File: config.mk
export PLATFORM = sky130hd
export DESIGN_NAME = elastic_circular_buffer
export DESIGN_NICKNAME = d
export VERILOG_FILES = /design/src/rtl/buffer_pkg.sv /design/src/rtl/ring_ptr_advance.sv /design/src/rtl/elastic_circular_buffer.sv
export SDC_FILE = /design/constraint.sdc
export NUM_CORES = 1
export LEC_CHECK = 0
export BUFFER_PORTS_ARGS = -buffer_cell sky130_fd_sc_hd__buf_2
export CAP_MARGIN = 20
export CELL_PAD_IN_SITES_DETAIL_PLACEMENT = 0
export CELL_PAD_IN_SITES_GLOBAL_PLACEMENT = 1
export CORE_ASPECT_RATIO = 0.6
export CORE_UTILIZATION = 33
export DETAILED_ROUTE_END_ITERATION = 10
export PLACE_DENSITY_LB_ADDON = 0.12
export SKIP_LAST_GASP = 1
export SYNTH_ARGS = -nofsm -noshare
export SYNTH_HDL_FRONTEND = slang
export SYNTH_HIERARCHICAL = 1
export SYNTH_SLANG_ARGS = --single-unit
File: constraint.sdc
create_clock -name clk -period 4.8 [get_ports clk]
set_input_delay 1.44 -clock clk [delete_from_list [all_inputs] [get_ports clk]]
set_output_delay 1.44 -clock clk [all_outputs]
set_load 0.005 [all_outputs]
File: src/rtl/buffer_pkg.sv
// Shared helpers for the elastic circular buffer family: width math,
// packed-lane slicing and status-flag bit positions for CSR readout.
package buffer_pkg;

    function automatic int clog2(input int v);
        int r;
        for (r = 0; (1 << r) < v; r++) begin
        end
        return r;
    endfunction

    // Low bit of lane `lane` in a bus of `bits`-wide lanes, lane 0 at the LSBs.
    function automatic int lane_lo(input int lane, input int bits);
        return lane * bits;
    endfunction

    localparam int STAT_OVERFLOW_BIT    = 0;
    localparam int STAT_UNDERFLOW_BIT   = 1;
    localparam int STAT_ALMOST_FULL_BIT = 2;
    localparam int STAT_EMPTY_BIT       = 3;
    localparam int STAT_FULL_BIT        = 4;
    localparam int STAT_W               = 5;

endpackage

File: src/rtl/ring_ptr_advance.sv
// Modular pointer adder for rings of arbitrary DEPTH; n must not exceed DEPTH,
// so a single conditional subtract is enough to wrap.
module ring_ptr_advance #(
    parameter int DEPTH = 60,
    parameter int PW    = 6,
    parameter int NW    = 1
) (
    input  logic [PW-1:0] ptr,
    input  logic [NW-1:0] n,
    output logic [PW-1:0] next_ptr
);

    localparam int SW = ((PW > NW) ? PW : NW) + 1;

    logic [SW-1:0] sum;

    always_comb begin
        sum = SW'(ptr) + SW'(n);
        if (sum >= SW'(DEPTH)) begin
            sum = sum - SW'(DEPTH);
        end
        next_ptr = PW'(sum);
    end

endmodule

File: src/rtl/elastic_circular_buffer.sv
// Multi-word-per-cycle FIFO with show-ahead lane output, occupancy,
// almost-full, synchronous flush and sticky overflow/underflow flags.
module elastic_circular_buffer
    import buffer_pkg::*;
#(
    parameter int BITS      = 22,
    parameter int DEPTH     = 60,
    parameter int PAR_WRITE = 1,
    parameter int PAR_READ  = 1,
    parameter int AF_LEVEL  = DEPTH - PAR_WRITE,
    parameter int CW        = clog2(DEPTH + 1),
    parameter int WNW       = clog2(PAR_WRITE + 1),
    parameter int RNW       = clog2(PAR_READ + 1)
) (
    input  logic                      clk,
    input  logic                      rst,
    input  logic                      write_en,
    input  logic [WNW-1:0]            wr_num,
    input  logic [PAR_WRITE*BITS-1:0] din,
    input  logic                      read_en,
    input  logic [RNW-1:0]            rd_num,
    output logic [PAR_READ*BITS-1:0]  dout,
    output logic [PAR_READ-1:0]       lane_valid,
    output logic                      valid,
    output logic                      ready,
    input  logic                      flush,
    output logic [CW-1:0]             count,
    output logic                      almost_full,
    output logic                      overflow,
    output logic                      underflow
);

    localparam int PW = (DEPTH > 1) ? clog2(DEPTH) : 1;

    logic [PW-1:0]   head_q, head_d, tail_q, tail_d;
    logic [PW-1:0]   head_adv, tail_adv;
    logic [CW-1:0]   count_q, count_d, free;
    logic            overflow_q, overflow_d, underflow_q, underflow_d;
    logic            wr_ok, rd_ok, wr_acc, rd_acc;
    logic [PAR_WRITE-1:0]         wr_lane_en;
    logic [PAR_WRITE-1:0][PW-1:0] wr_addr;
    logic [PAR_READ-1:0][PW-1:0]  rd_addr;
    logic [BITS-1:0] mem_q [DEPTH];

    assign free = CW'(DEPTH) - count_q;

    ring_ptr_advance #(.DEPTH(DEPTH), .PW(PW), .NW(RNW)) u_head_adv (
        .ptr(head_q), .n(rd_num), .next_ptr(head_adv)
    );

    ring_ptr_advance #(.DEPTH(DEPTH), .PW(PW), .NW(WNW)) u_tail_adv (
        .ptr(tail_q), .n(wr_num), .next_ptr(tail_adv)
    );

    for (genvar k = 0; k < PAR_WRITE; k++) begin : g_wr_lane
        ring_ptr_advance #(.DEPTH(DEPTH), .PW(PW), .NW(WNW)) u_wr_addr (
            .ptr(tail_q), .n(WNW'(k)), .next_ptr(wr_addr[k])
        );
    end

    for (genvar i = 0; i < PAR_READ; i++) begin : g_rd_lane
        ring_ptr_advance #(.DEPTH(DEPTH), .PW(PW), .NW(RNW)) u_rd_addr (
            .ptr(head_q), .n(RNW'(i)), .next_ptr(rd_addr[i])
        );
        assign lane_valid[i]           = count_q > CW'(i);
        assign dout[i*BITS +: BITS]    = lane_valid[i] ? mem_q[rd_addr[i]] : '0;
    end

    // Both sides judge against the pre-cycle count: space freed by a read is
    // not reusable this cycle, and a word written this cycle cannot be retired.
    always_comb begin
        wr_ok       = (int'(wr_num) <= PAR_WRITE) && (int'(wr_num) <= int'(free));
        rd_ok       = int'(rd_num) <= int'(count_q);
        wr_acc      = write_en && wr_ok && !flush;
        rd_acc      = read_en && rd_ok && !flush;
        head_d      = rd_acc ? head_adv : head_q;
        tail_d      = wr_acc ? tail_adv : tail_q;
        count_d     = count_q + (wr_acc ? CW'(wr_num) : '0) - (rd_acc ? CW'(rd_num) : '0);
        overflow_d  = overflow_q | (write_en && !wr_ok);
        underflow_d = underflow_q | (read_en && !rd_ok);
        if (flush) begin
            head_d      = '0;
            tail_d      = '0;
            count_d     = '0;
            overflow_d  = 1'b0;
            underflow_d = 1'b0;
        end
    end

    always_comb begin
        for (int k = 0; k < PAR_WRITE; k++) begin
            wr_lane_en[k] = wr_acc && (k < int'(wr_num));
        end
    end

    always_ff @(posedge clk) begin
        for (int k = 0; k < PAR_WRITE; k++) begin
            if (wr_lane_en[k]) begin
                mem_q[wr_addr[k]] <= din[lane_lo(k, BITS) +: BITS];
            end
        end
    end

    always_ff @(posedge clk or negedge rst) begin
        if (!rst) begin
            head_q      <= '0;
            tail_q      <= '0;
            count_q     <= '0;
            overflow_q  <= 1'b0;
            underflow_q <= 1'b0;
        end else begin
            head_q      <= head_d;
            tail_q      <= tail_d;
            count_q     <= count_d;
            overflow_q  <= overflow_d;
            underflow_q <= underflow_d;
        end
    end

    assign count       = count_q;
    assign valid       = count_q >= CW'(PAR_READ);
    assign ready       = free >= CW'(PAR_WRITE);
    assign almost_full = count_q >= CW'(AF_LEVEL);
    assign overflow    = overflow_q;
    assign underflow   = underflow_q;

endmodule

# Yosys cells after proc, flatten, opt, wreduce, memory -nomap -nowiden
# Memories as Yosys holds them, arrays and structs flattened.
# Index checks and enable logic that the tools add are counted.
op_classes:
  mux: 16
  n_lt_le_gt_ge: 11
  n_addsub: 9
  n_bitwise: 2
  reduce_logical: 12
ops:
  columns: ["cell", "n"]
  rows:
  - ["6-bit two-way mux", 9]
  - ["6-bit subtractor (second input constant)", 4]
  - ["22-bit two-way mux", 1]
  - ["6-bit >= comparator (second input constant)", 3]
  - ["6-bit by 1-bit adder with 7-bit output", 2]
  - ["7-bit by 6-bit >= comparator with 1-bit output (second input constant)", 2]
  - ["6-bit by 1-bit >= comparator with 1-bit output (second input constant)", 2]
  - ["1-bit by 6-bit less-or-equal comparator with 1-bit output", 2]
  - ["1-bit logical AND", 7]
  - ["6-bit by 1-bit adder with 6-bit output", 1]
  - ["6-bit by 1-bit > comparator with 1-bit output (second input constant)", 1]
  - ["1-bit two-way mux", 6]
  - ["6-bit by 1-bit subtractor with 6-bit output", 1]
  - ["6-bit subtractor (first input constant)", 1]
  - ["2-bit nonzero test", 2]
  - ["1-bit zero test", 3]
  - ["1-bit OR", 2]
  - ["1-bit < comparator (first input constant)", 1]
totals:
  ff_bits: 20
  ram_bits: 1320
  wordCells: 56
  in_bits: 29
  out_inout_bits: 34
  n_memories: 1
mem_list:
  columns: ["name", "depth", "width", "rd", "rd_clocked_by_memory_dff", "wr", "line_no", "source"]
  rows:
  - ["mem_q", 60, 22, 1, 0, 1, "elastic_circular_buffer.sv:43", "logic [BITS-1:0] mem_q [DEPTH];"]

# Depth between registers and ports, before layout
# Gate-level depths: netlist of run 1.
logic_depth:
  ltp_word: 8
  depth_mapped: 19
  depth_no_buf: 16

# Modules after synthesis
# Netlist of run 1, hierarchy kept.
modules_own_cells:
  columns: ["mod", "cells_per_inst", "seq_area_each_um2", "n_inst", "area_per_inst_um2"]
  rows:
  - ["elastic_circular_buffer", 2362, 40138.5, 1, 51977.4]
  - ["ring_ptr_advance at g_rd_lane[0].u_rd_addr ...", 38, 0.0, 3, 302.8]
  - ["ring_ptr_advance at u_tail_adv", 43, 0.0, 1, 351.6]

# Worst setup path before layout of run 1
# Ideal clock, no wire load.
synth_path:
  path_kind: "reg-to-reg"
  start: "register tail_q[2]"
  end: "memory mem_q[42][0] (enable)"
  path_stages_with_launch: 12
  arrival_time_ps: 4629
  slack_ps: -286
  required_time_ps: 4343
  period_less_slack_ps: 5086
  path_buffers: 2
  setup_time_ps: 457
  path_cell_list: "dfrtp_1 -> buf_6 -> xor2_1 -> ha_1 -> nor3b_2 -> nand3_1 -> o21ai_1 -> o21ai_2 -> xnor2_1 -> or3b_2 -> buf_1 -> nor4_1"
synth_lines:
  columns: ["element", "line_no", "source"]
  rows:
  - ["start, declared", "elastic_circular_buffer.sv:35", "logic [PW-1:0] head_q, head_d, tail_q, tail_d;"]
  - ["start signal, assigned", "elastic_circular_buffer.sv:113", "tail_q <= tail_d;"]
  - ["end, declared", "elastic_circular_buffer.sv:43", null]

==> results of run 1 <==
[cells in the mapped netlist (6+ instances only)]
cell                       instances
sky130_fd_sc_hd__inv_1            12
sky130_fd_sc_hd__mux4_2          316
sky130_fd_sc_hd__nor2_1          112
sky130_fd_sc_hd__a211oi_1         33
sky130_fd_sc_hd__a21oi_1          18
sky130_fd_sc_hd__nor4_1           19
sky130_fd_sc_hd__ha_1             34
sky130_fd_sc_hd__o22ai_1          51
sky130_fd_sc_hd__nand3_1          20
sky130_fd_sc_hd__nor2b_1          25
sky130_fd_sc_hd__a22oi_1           9
sky130_fd_sc_hd__o211ai_1          8
sky130_fd_sc_hd__edfxtp_1       1320
sky130_fd_sc_hd__xnor2_1          15
sky130_fd_sc_hd__nand2_1          51
sky130_fd_sc_hd__buf_2            37
sky130_fd_sc_hd__mux2i_1          98
sky130_fd_sc_hd__dfrtp_1          20
sky130_fd_sc_hd__o21ai_0          39
sky130_fd_sc_hd__buf_6            15
sky130_fd_sc_hd__clkbuf_1         41
sky130_fd_sc_hd__nand2b_1         15
sky130_fd_sc_hd__o21ai_2           6
sky130_fd_sc_hd__o41ai_1          10
sky130_fd_sc_hd__buf_4            37
sky130_fd_sc_hd__mux2_4            6
sky130_fd_sc_hd__o221ai_1         14
sky130_fd_sc_hd__nand4_1          18
sky130_fd_sc_hd__a31oi_1           7
[metrics by stage]
stage / setup TNS, ns / instances
global placement: -12.27 / 4913
global route: -22.56 / 5205
finish: -18.39 / 5209
CTS: -22.39 / 5195
floorplan: -30.59 / 2520
detailed placement: -12.02 / 4914
[power breakdown]
part	switching [mW]	leakage (nW)	total [mW]	internal (mW)
combinational	1.95	6.32	3.49	1.54
clock	4.69	2.07	10.4	5.70
sequential	0.0380	12.1	12.9	12.9
[metal layers]
layer / part of all wire, % / up-vias
met5: 0.0080 / -
met4: 1.6 / 2
met3: 8.9 / 159
met2: 41 / 963
met1: 48 / 15104
li1: - / 11524
[worst paths after layout]
check | slack, ns | end | startpoint
worst min-delay path | 0.52 | overflow$_DFF_PN0_ | overflow$_DFF_PN0_
max in group asynchronous | 3.75 | count[3]$_DFF_PN0_ | rst
min in group asynchronous | 0.65 | count[5]$_DFF_PN0_ | rst
worst max register to register | 0.53 | mem_q[26][15]$_DFFE_PP_ | tail_q[1]$_DFFE_PN0P_
worst max-delay path | -0.90 | dout[5] | head_q[2]$_DFFE_PN0P_
worst min register to register | 0.52 | overflow$_DFF_PN0_ | overflow$_DFF_PN0_
[registers in the layout (all words and copies together) (netlist names)]
name,count
overflow,1
count,6
underflow,1
mem_q,1320
tail_q,6
head_q,6
[cell families after synthesis]
| group | after synthesis | synth area share, % |
|---|---|---|
| other cells | 1 | 0.00704 |
| simple gates | 303 | 2.98 |
| fa+ha+maj | 35 | 0.837 |
| buf+inv | 147 | 1.60 |
| flops | 1340 | 75.4 |
| mux | 425 | 15.5 |
| xor+xnor | 20 | 0.329 |
| compound gates | 248 | 3.37 |
[final cells by class]
| type | instances | area [sq um] | share of cell area, % |
|---|---|---|---|
| inverters | 13 | 48.8 | 0.0750 |
| clock buffers | 154 | 3390 | 5.20 |
| well taps | 2127 | 2660 | 4.09 |
| flip-flops and latches | 1340 | 40100 | 61.7 |
| repair buffers | 453 | 4130 | 6.35 |
| multi-input cells | 1034 | 13800 | 21.2 |
| diodes | 5 | 12.5 | 0.0192 |
| clock inverters | 83 | 920 | 1.41 |
[repair_timing]
item                                    4_1_cts  5_1_grt
pin swaps                                    60       39
setup buffers                                46       18
resized for setup                           243       77
cloned                                       10        0
endpoints found under the setup margin       22       22
[worst max-delay path: cells and delay by family, from the launching register on]
kind                      cells  cell delay (ns)
xor gates and xnor gates      1             0.16
buffers and inverters         6             0.97
muxes                         1             0.41
and+or+nand+nor               3             0.59
DFF                           1             0.41
AOI/OAI and AO/OA             4             0.90
==> impl_metrics.csv, run 1 <==
group,metric,value,unit
timing,transition_time_at_the_pin_with_the_least_slew_margin,1.19,ns
layout,syn_to_final_growth,22.2,%
floorplanning,die_height,313,um
layout,final_area,0.0651,sq mm
power_and_ir_drop,total_power,26.8,mW
yosys,synth_top_cell_area_share,74.5,%
floorplanning,initial_utilization,33.4,%
global_routing,grt_pass1_wl,226,mm
timing,max_freq,175,MHz
clock_network,clock-root-buffer,"sky130_fd_sc_hd__clkbuf_16",
yosys,ys_warn_count,6,
layout,final_standard_cell_utilization_of_the_core,40.9,%
drt,drtPass1Iterations,6,
clock_network,post_cts_hold_buffer_count,0,
hold_path,min_path_type,"reg2reg",
global_routing,overflow_left_after_global_routing,0,
global_routing,antenna_found_initial,10,
yosys,synth-async-reset-ratio,1.49,%
timing,fin_worst_hold_slack,0.522,ns
clock_network,cts_tree,"built",
timing,timing.slew.headroom,20.9,%
yosys,yosys_register_bits,1340,
power_and_ir_drop,power_per_cell_area,412,mW/mm^2
setup_path,critical_path.startpoint_type,"flop",
yosys,syn-mean-instance-area,21.1,sq um
yosys,synth.top_cells.by_area,"sky130_fd_sc_hd__edfxtp_1, sky130_fd_sc_hd__mux4_2, sky130_fd_sc_hd__mux2i_1, sky130_fd_sc_hd__dfrtp_1, sky130_fd_sc_hd__ha_1",
power_and_ir_drop,ir_drop_worst_vdd,0.000367,V
layout,mostFrequentLayoutCell,"sky130_fd_sc_hd__edfxtp_1",
global_routing,grt_start_max_net_pins,93,
drt,vias,27752,
floorplanning,rows,113,
setup_path,worstRegToRegCells,9,
timing,finalHoldViolCount,0,
drt,routedWlPerCell,31.1,um
global_routing,grt_pass1_vias,28107,
placement,dpl-instance-area,0.0586,sq mm
floorplanning,top_level_ports,63,
floorplanning,die-area,0.163,sq mm
clock_network,htree_num_levels,4,
timing,period_share,119,%
power_and_ir_drop,leakage,20.5,nW
floorplanning,core-area,0.159,sq mm
drt,drt-vias-per-instance,5.33,
layout,mostFrequentLayoutCells,"sky130_fd_sc_hd__edfxtp_1, sky130_fd_sc_hd__mux4_2, sky130_fd_sc_hd__buf_4",
setup_path,cp_data_arrival_time,4.26,ns
layout,drive_gt1_share,39.7,%
timing,unrepaired_setup_endpoints_after_global_routing,"yes",
drt,drt-total-wl,162,mm
yosys,synth.yosys.seq_area_share,75.4,%
setup_path,worstSetupEndpointType,"output pin",
global_routing,grt_use_met2,27.4,%
setup_path,crit_chain,"buf_4, nor2b_2, a22oi_2, o21ai_2, o21ai_4, xnor2_4, buf_12, buf_16, buf_16, buf_4, mux4_2, nand3_1, nand4_1, a22o_1, buf_2",
timing,worst_clock_skew,0.0426,ns
global_routing,grtUsageMet1,31.1,%
drt,drc,0,
yosys,synth_largest_area_cell,"sky130_fd_sc_hd__edfxtp_1",
placement,hpwl,101,mm
setup_path,timing.critical_path.slowest_stage_cell,"sky130_fd_sc_hd__dfrtp_1",
yosys,synthesis.area,0.0532,sq mm
drt,detailedRoute.firstIterationViolations,3211,
setup_path,criticalPathCategory,"reg2out",
layout,layout.filler_cells,14081,
timing,period_needed,5.70,ns
clock_network,worst_setup_hold_path_clk_slew,0.07,ns
placement,buffer_ports.inserted,62,
timing,postLayoutSetupSlackWorst,-0.901,ns
yosys,synth_flop_cell,"sky130_fd_sc_hd__edfxtp_1",
hold_path,holdPathStages,2,
clock_network,number_of_cts_inserted_buffers,132,
setup_path,critical-path-max-stage-delay,0.41,ns
yosys,synth_edf_count,1320,
clock_network,clock-sinks,1340,
clock_network,cts-root-to-sink-buffers,3,
yosys,syn-instance-count,2519,
placement,detailedPlace.worstSlack,-1.16,ns
global_routing,globalRouteMet3Util,6.00,%
setup_path,cp.required,3.36,ns
drt,antenna_nets_post_route,0,
floorplanning,chipWidth,521,um
run,drv_cap,0,
run_status,violations,"negative setup slack",
clock_network,clk_latency,0.78,ns
timing,finalSetupViolCount,22,
placement,routabilityCongestion,0.789,
layout,nets,3038,
yosys,synth_cell_type_count,75,
timing,report.final.slew_viol_count,0,
setup_path,path_max_fanout,16,
global_routing,gr-usage-all-layers,20.1,%
run_status,status,"finished with violations",
global_routing,grt-busiest-layer,"met1",
No activity file was read; power rests on OpenSTA's default activity.
==> inputs of run 2 (changes only) <==
- ABC_CLOCK_PERIOD_IN_PS: unset -> 4800
- CELL_PAD_IN_SITES_DETAIL_PLACEMENT: 0 -> unset
- CELL_PAD_IN_SITES_GLOBAL_PLACEMENT: 1 -> unset
==> run 2 against run 1 <==
  * Sequential share of layout area rose by 0.29 points
  * Cell count fell by 0.50%
  * Utilization fell by 0.19 points
  * The run still ends with negative setup slack left
  * Count of clock-buffer cells in the layout rose by 16
  * Design area fell by 0.47%
  * Sequential power barely moved
  * Via count barely moved
  * Die area did not move
  * Fmax fell by 0.13%
==> impl_metrics.csv, run 2 (synthesis gave the netlist of run 1 again) <==
group,metric,value,unit
timing,unrepaired_setup_endpoints_after_global_routing,"yes",
layout,final_standard_cell_utilization_of_the_core,40.7,%
placement,hpwl,98.5,mm
setup_path,path_max_fanout,5,
clock_network,worst_setup_hold_path_clk_slew,0.06,ns
run_status,violations,"negative setup slack",
floorplanning,chipWidth,521,um
run,drv_cap,0,
global_routing,gr-usage-all-layers,19.6,%
timing,max_freq,175,MHz
clock_network,cts-root-to-sink-buffers,3,
placement,dpl-instance-area,0.0585,sq mm
hold_path,min_path_type,"reg2reg",
floorplanning,core-area,0.159,sq mm
clock_network,cts_tree,"built",
placement,buffer_ports.inserted,62,
floorplanning,die-area,0.163,sq mm
power_and_ir_drop,total_power,26.6,mW
layout,mostFrequentLayoutCells,"sky130_fd_sc_hd__edfxtp_1, sky130_fd_sc_hd__mux4_2, sky130_fd_sc_hd__buf_4",
layout,mostFrequentLayoutCell,"sky130_fd_sc_hd__edfxtp_1",
floorplanning,top_level_ports,63,
layout,final_area,0.0648,sq mm
drt,drc,0,
drt,antenna_nets_post_route,0,
floorplanning,die_height,313,um
setup_path,worstReg2RegStart,"tail_q[1]$_DFFE_PN0P_",
power_and_ir_drop,pwr-share-seq,48.6,%
drt,drt-total-wl,159,mm
placement,dpl.cell_count,4893,
hold_path,hold_path_startpoint,"underflow$_DFF_PN0_",
clock_network,number_of_cts_inserted_buffers,132,
drt,detailedRoute.firstIterationViolations,3054,
floorplanning,initial_utilization,33.4,%
power_and_ir_drop,ir_drop_worst_vdd,0.000345,V
drt,drt-vias-per-instance,5.36,
clock_network,clk_latency,0.75,ns
timing,transition_time_at_the_pin_with_the_least_slew_margin,1.07,ns
timing,worst_clock_skew,0.0291,ns
power_and_ir_drop,internal_power,20.1,mW
timing,period_needed,5.71,ns
setup_path,critical_path_start,"head_q[2]$_DFFE_PN0P_",
drt,routedWlPerCell,30.7,um
setup_path,cp.required,3.36,ns
power_and_ir_drop,power_frac_clock,38.3,%
timing,fin_worst_hold_slack,0.515,ns
drt,drtPass1Iterations,5,
setup_path,worstSetupEndpointType,"output pin",
layout,nets,3018,
drt,vias,27765,
power_and_ir_drop,power.net_switching,6.45,mW
clock_network,clock-root-buffer,"sky130_fd_sc_hd__clkbuf_16",
global_routing,antenna_found_initial,8,
global_routing,grt_pass1_wl,222,mm
power_and_ir_drop,leakage,20.4,nW
clock_network,post_cts_hold_buffer_count,0,
timing,report.final.slew_viol_count,0,
run_status,status,"finished with violations",
timing,finalHoldViolCount,0,
timing,period_share,119,%
layout,drive_gt1_share,38.8,%
timing,postLayoutSetupSlackWorst,-0.908,ns
global_routing,grt_pass1_vias,27883,
clock_network,clock-sinks,1340,
timing,timing.slew.headroom,28.4,%
setup_path,criticalPathCategory,"reg2out",
power_and_ir_drop,power_per_cell_area,411,mW/mm^2
layout,syn_to_final_growth,21.7,%
layout,layout.cells.non_filler,5183,
clock_network,htree_num_levels,4,
setup_path,cp_data_arrival_time,4.27,ns
setup_path,critical_path.startpoint_type,"flop",
global_routing,overflow_left_after_global_routing,0,
layout,largest_register_ff_count,1320,
floorplanning,rows,113,
power_and_ir_drop,switching_share,24.3,%
power_and_ir_drop,p_comb_share,13.1,%
placement,routabilityCongestion,0.796,
timing,finalSetupViolCount,22,
global_routing,grt_start_max_net_pins,111,
==> run 2: cell count changes in the layout (fill, tap and decap cells not counted), moves of 7 or more <==
cell                       previous run  this run
sky130_fd_sc_hd__buf_12              31        45
sky130_fd_sc_hd__buf_4              301       281
sky130_fd_sc_hd__buf_6               42        27
sky130_fd_sc_hd__clkbuf_1            22        34
sky130_fd_sc_hd__mux2i_1             81        88
sky130_fd_sc_hd__nor2_1              45        52
==> run 2: timing repair <==
action                                  in CTS  in global routing
pin swaps                                   43                 70
resized for setup                          171                115
setup buffers                               37                 25
endpoints found under the setup margin      22                 22
cloned                                       8                  2
==> run 2: power groups by stage <==
stage,clock (mW),sequential [mW],combinational (mW)
2_1_floorplan,0,13.2,1.80
3_3_place_gp,0,13.2,3.19
3_5_place_dp,0,13.2,3.22
4_1_cts,10.4,12.9,3.42
5_1_grt,10.9,12.9,3.71
6_report,10.2,12.9,3.49
==> run 2: per-layer routing <==
layer | GRT usage, % | part of all wire, %
met1 | 31.3 | 50
met2 | 27.9 | 43
met3 | 3.07 | 6.4
met4 | 3.66 | 1.3
met5 | 0 | 0
==> run 2: final timing paths <==
path                                    endpoint  slack, ns  cells past startpoint
hold / removal               underflow$_DFF_PN0_       0.52                      2
setup reg to reg           mem_q[4][8]$_DFFE_PP_       0.33                      9
hold reg to reg              underflow$_DFF_PN0_       0.52                      2
setup / recovery                        dout[20]      -0.91                     17
max in group asynchronous     count[3]$_DFF_PN0_       3.77                      1
min in group asynchronous     overflow$_DFF_PN0_       0.67                      1
==> run 2: metrics by stage <==
stage                     setup TNS [ns]  setup slack [ns]
after global routing              -22.50             -1.06
after global placement            -10.54            -0.828
final                             -18.87            -0.908
after detailed placement           -8.01            -0.677
after floorplan                   -30.59            -0.286
after CTS                         -19.99             -1.01
==> run 2: final cells by class <==
cell class                 instances  area, sq um
antenna                            2         5.00
clock buffer                     170         3530
clock inverter                    64          614
fill                           14163        94400
inverter                          13         48.8
multi-input combinational       1033        13700
sequential                      1340        40100
tap                             2127         2660
timing repair buffer             434         4080
==> run 2: critical path: stages, from the launching register on <==
cell and delay [ns]:
sky130_fd_sc_hd__dfrtp_1 0.39, sky130_fd_sc_hd__xor2_2 0.18, sky130_fd_sc_hd__ha_2 0.21, sky130_fd_sc_hd__nor3b_4 0.22, sky130_fd_sc_hd__nand3_2 0.13, sky130_fd_sc_hd__o21ai_4 0.10, sky130_fd_sc_hd__o21ai_4 0.10, sky130_fd_sc_hd__xnor2_4 0.16
sky130_fd_sc_hd__buf_12 0.14, sky130_fd_sc_hd__buf_16 0.14, sky130_fd_sc_hd__buf_12 0.14, sky130_fd_sc_hd__buf_12 0.14, sky130_fd_sc_hd__buf_8 0.12, sky130_fd_sc_hd__buf_6 0.12, sky130_fd_sc_hd__mux4_2 0.34, sky130_fd_sc_hd__o21ai_4 0.08
sky130_fd_sc_hd__o41ai_4 0.55, sky130_fd_sc_hd__buf_2 0.22
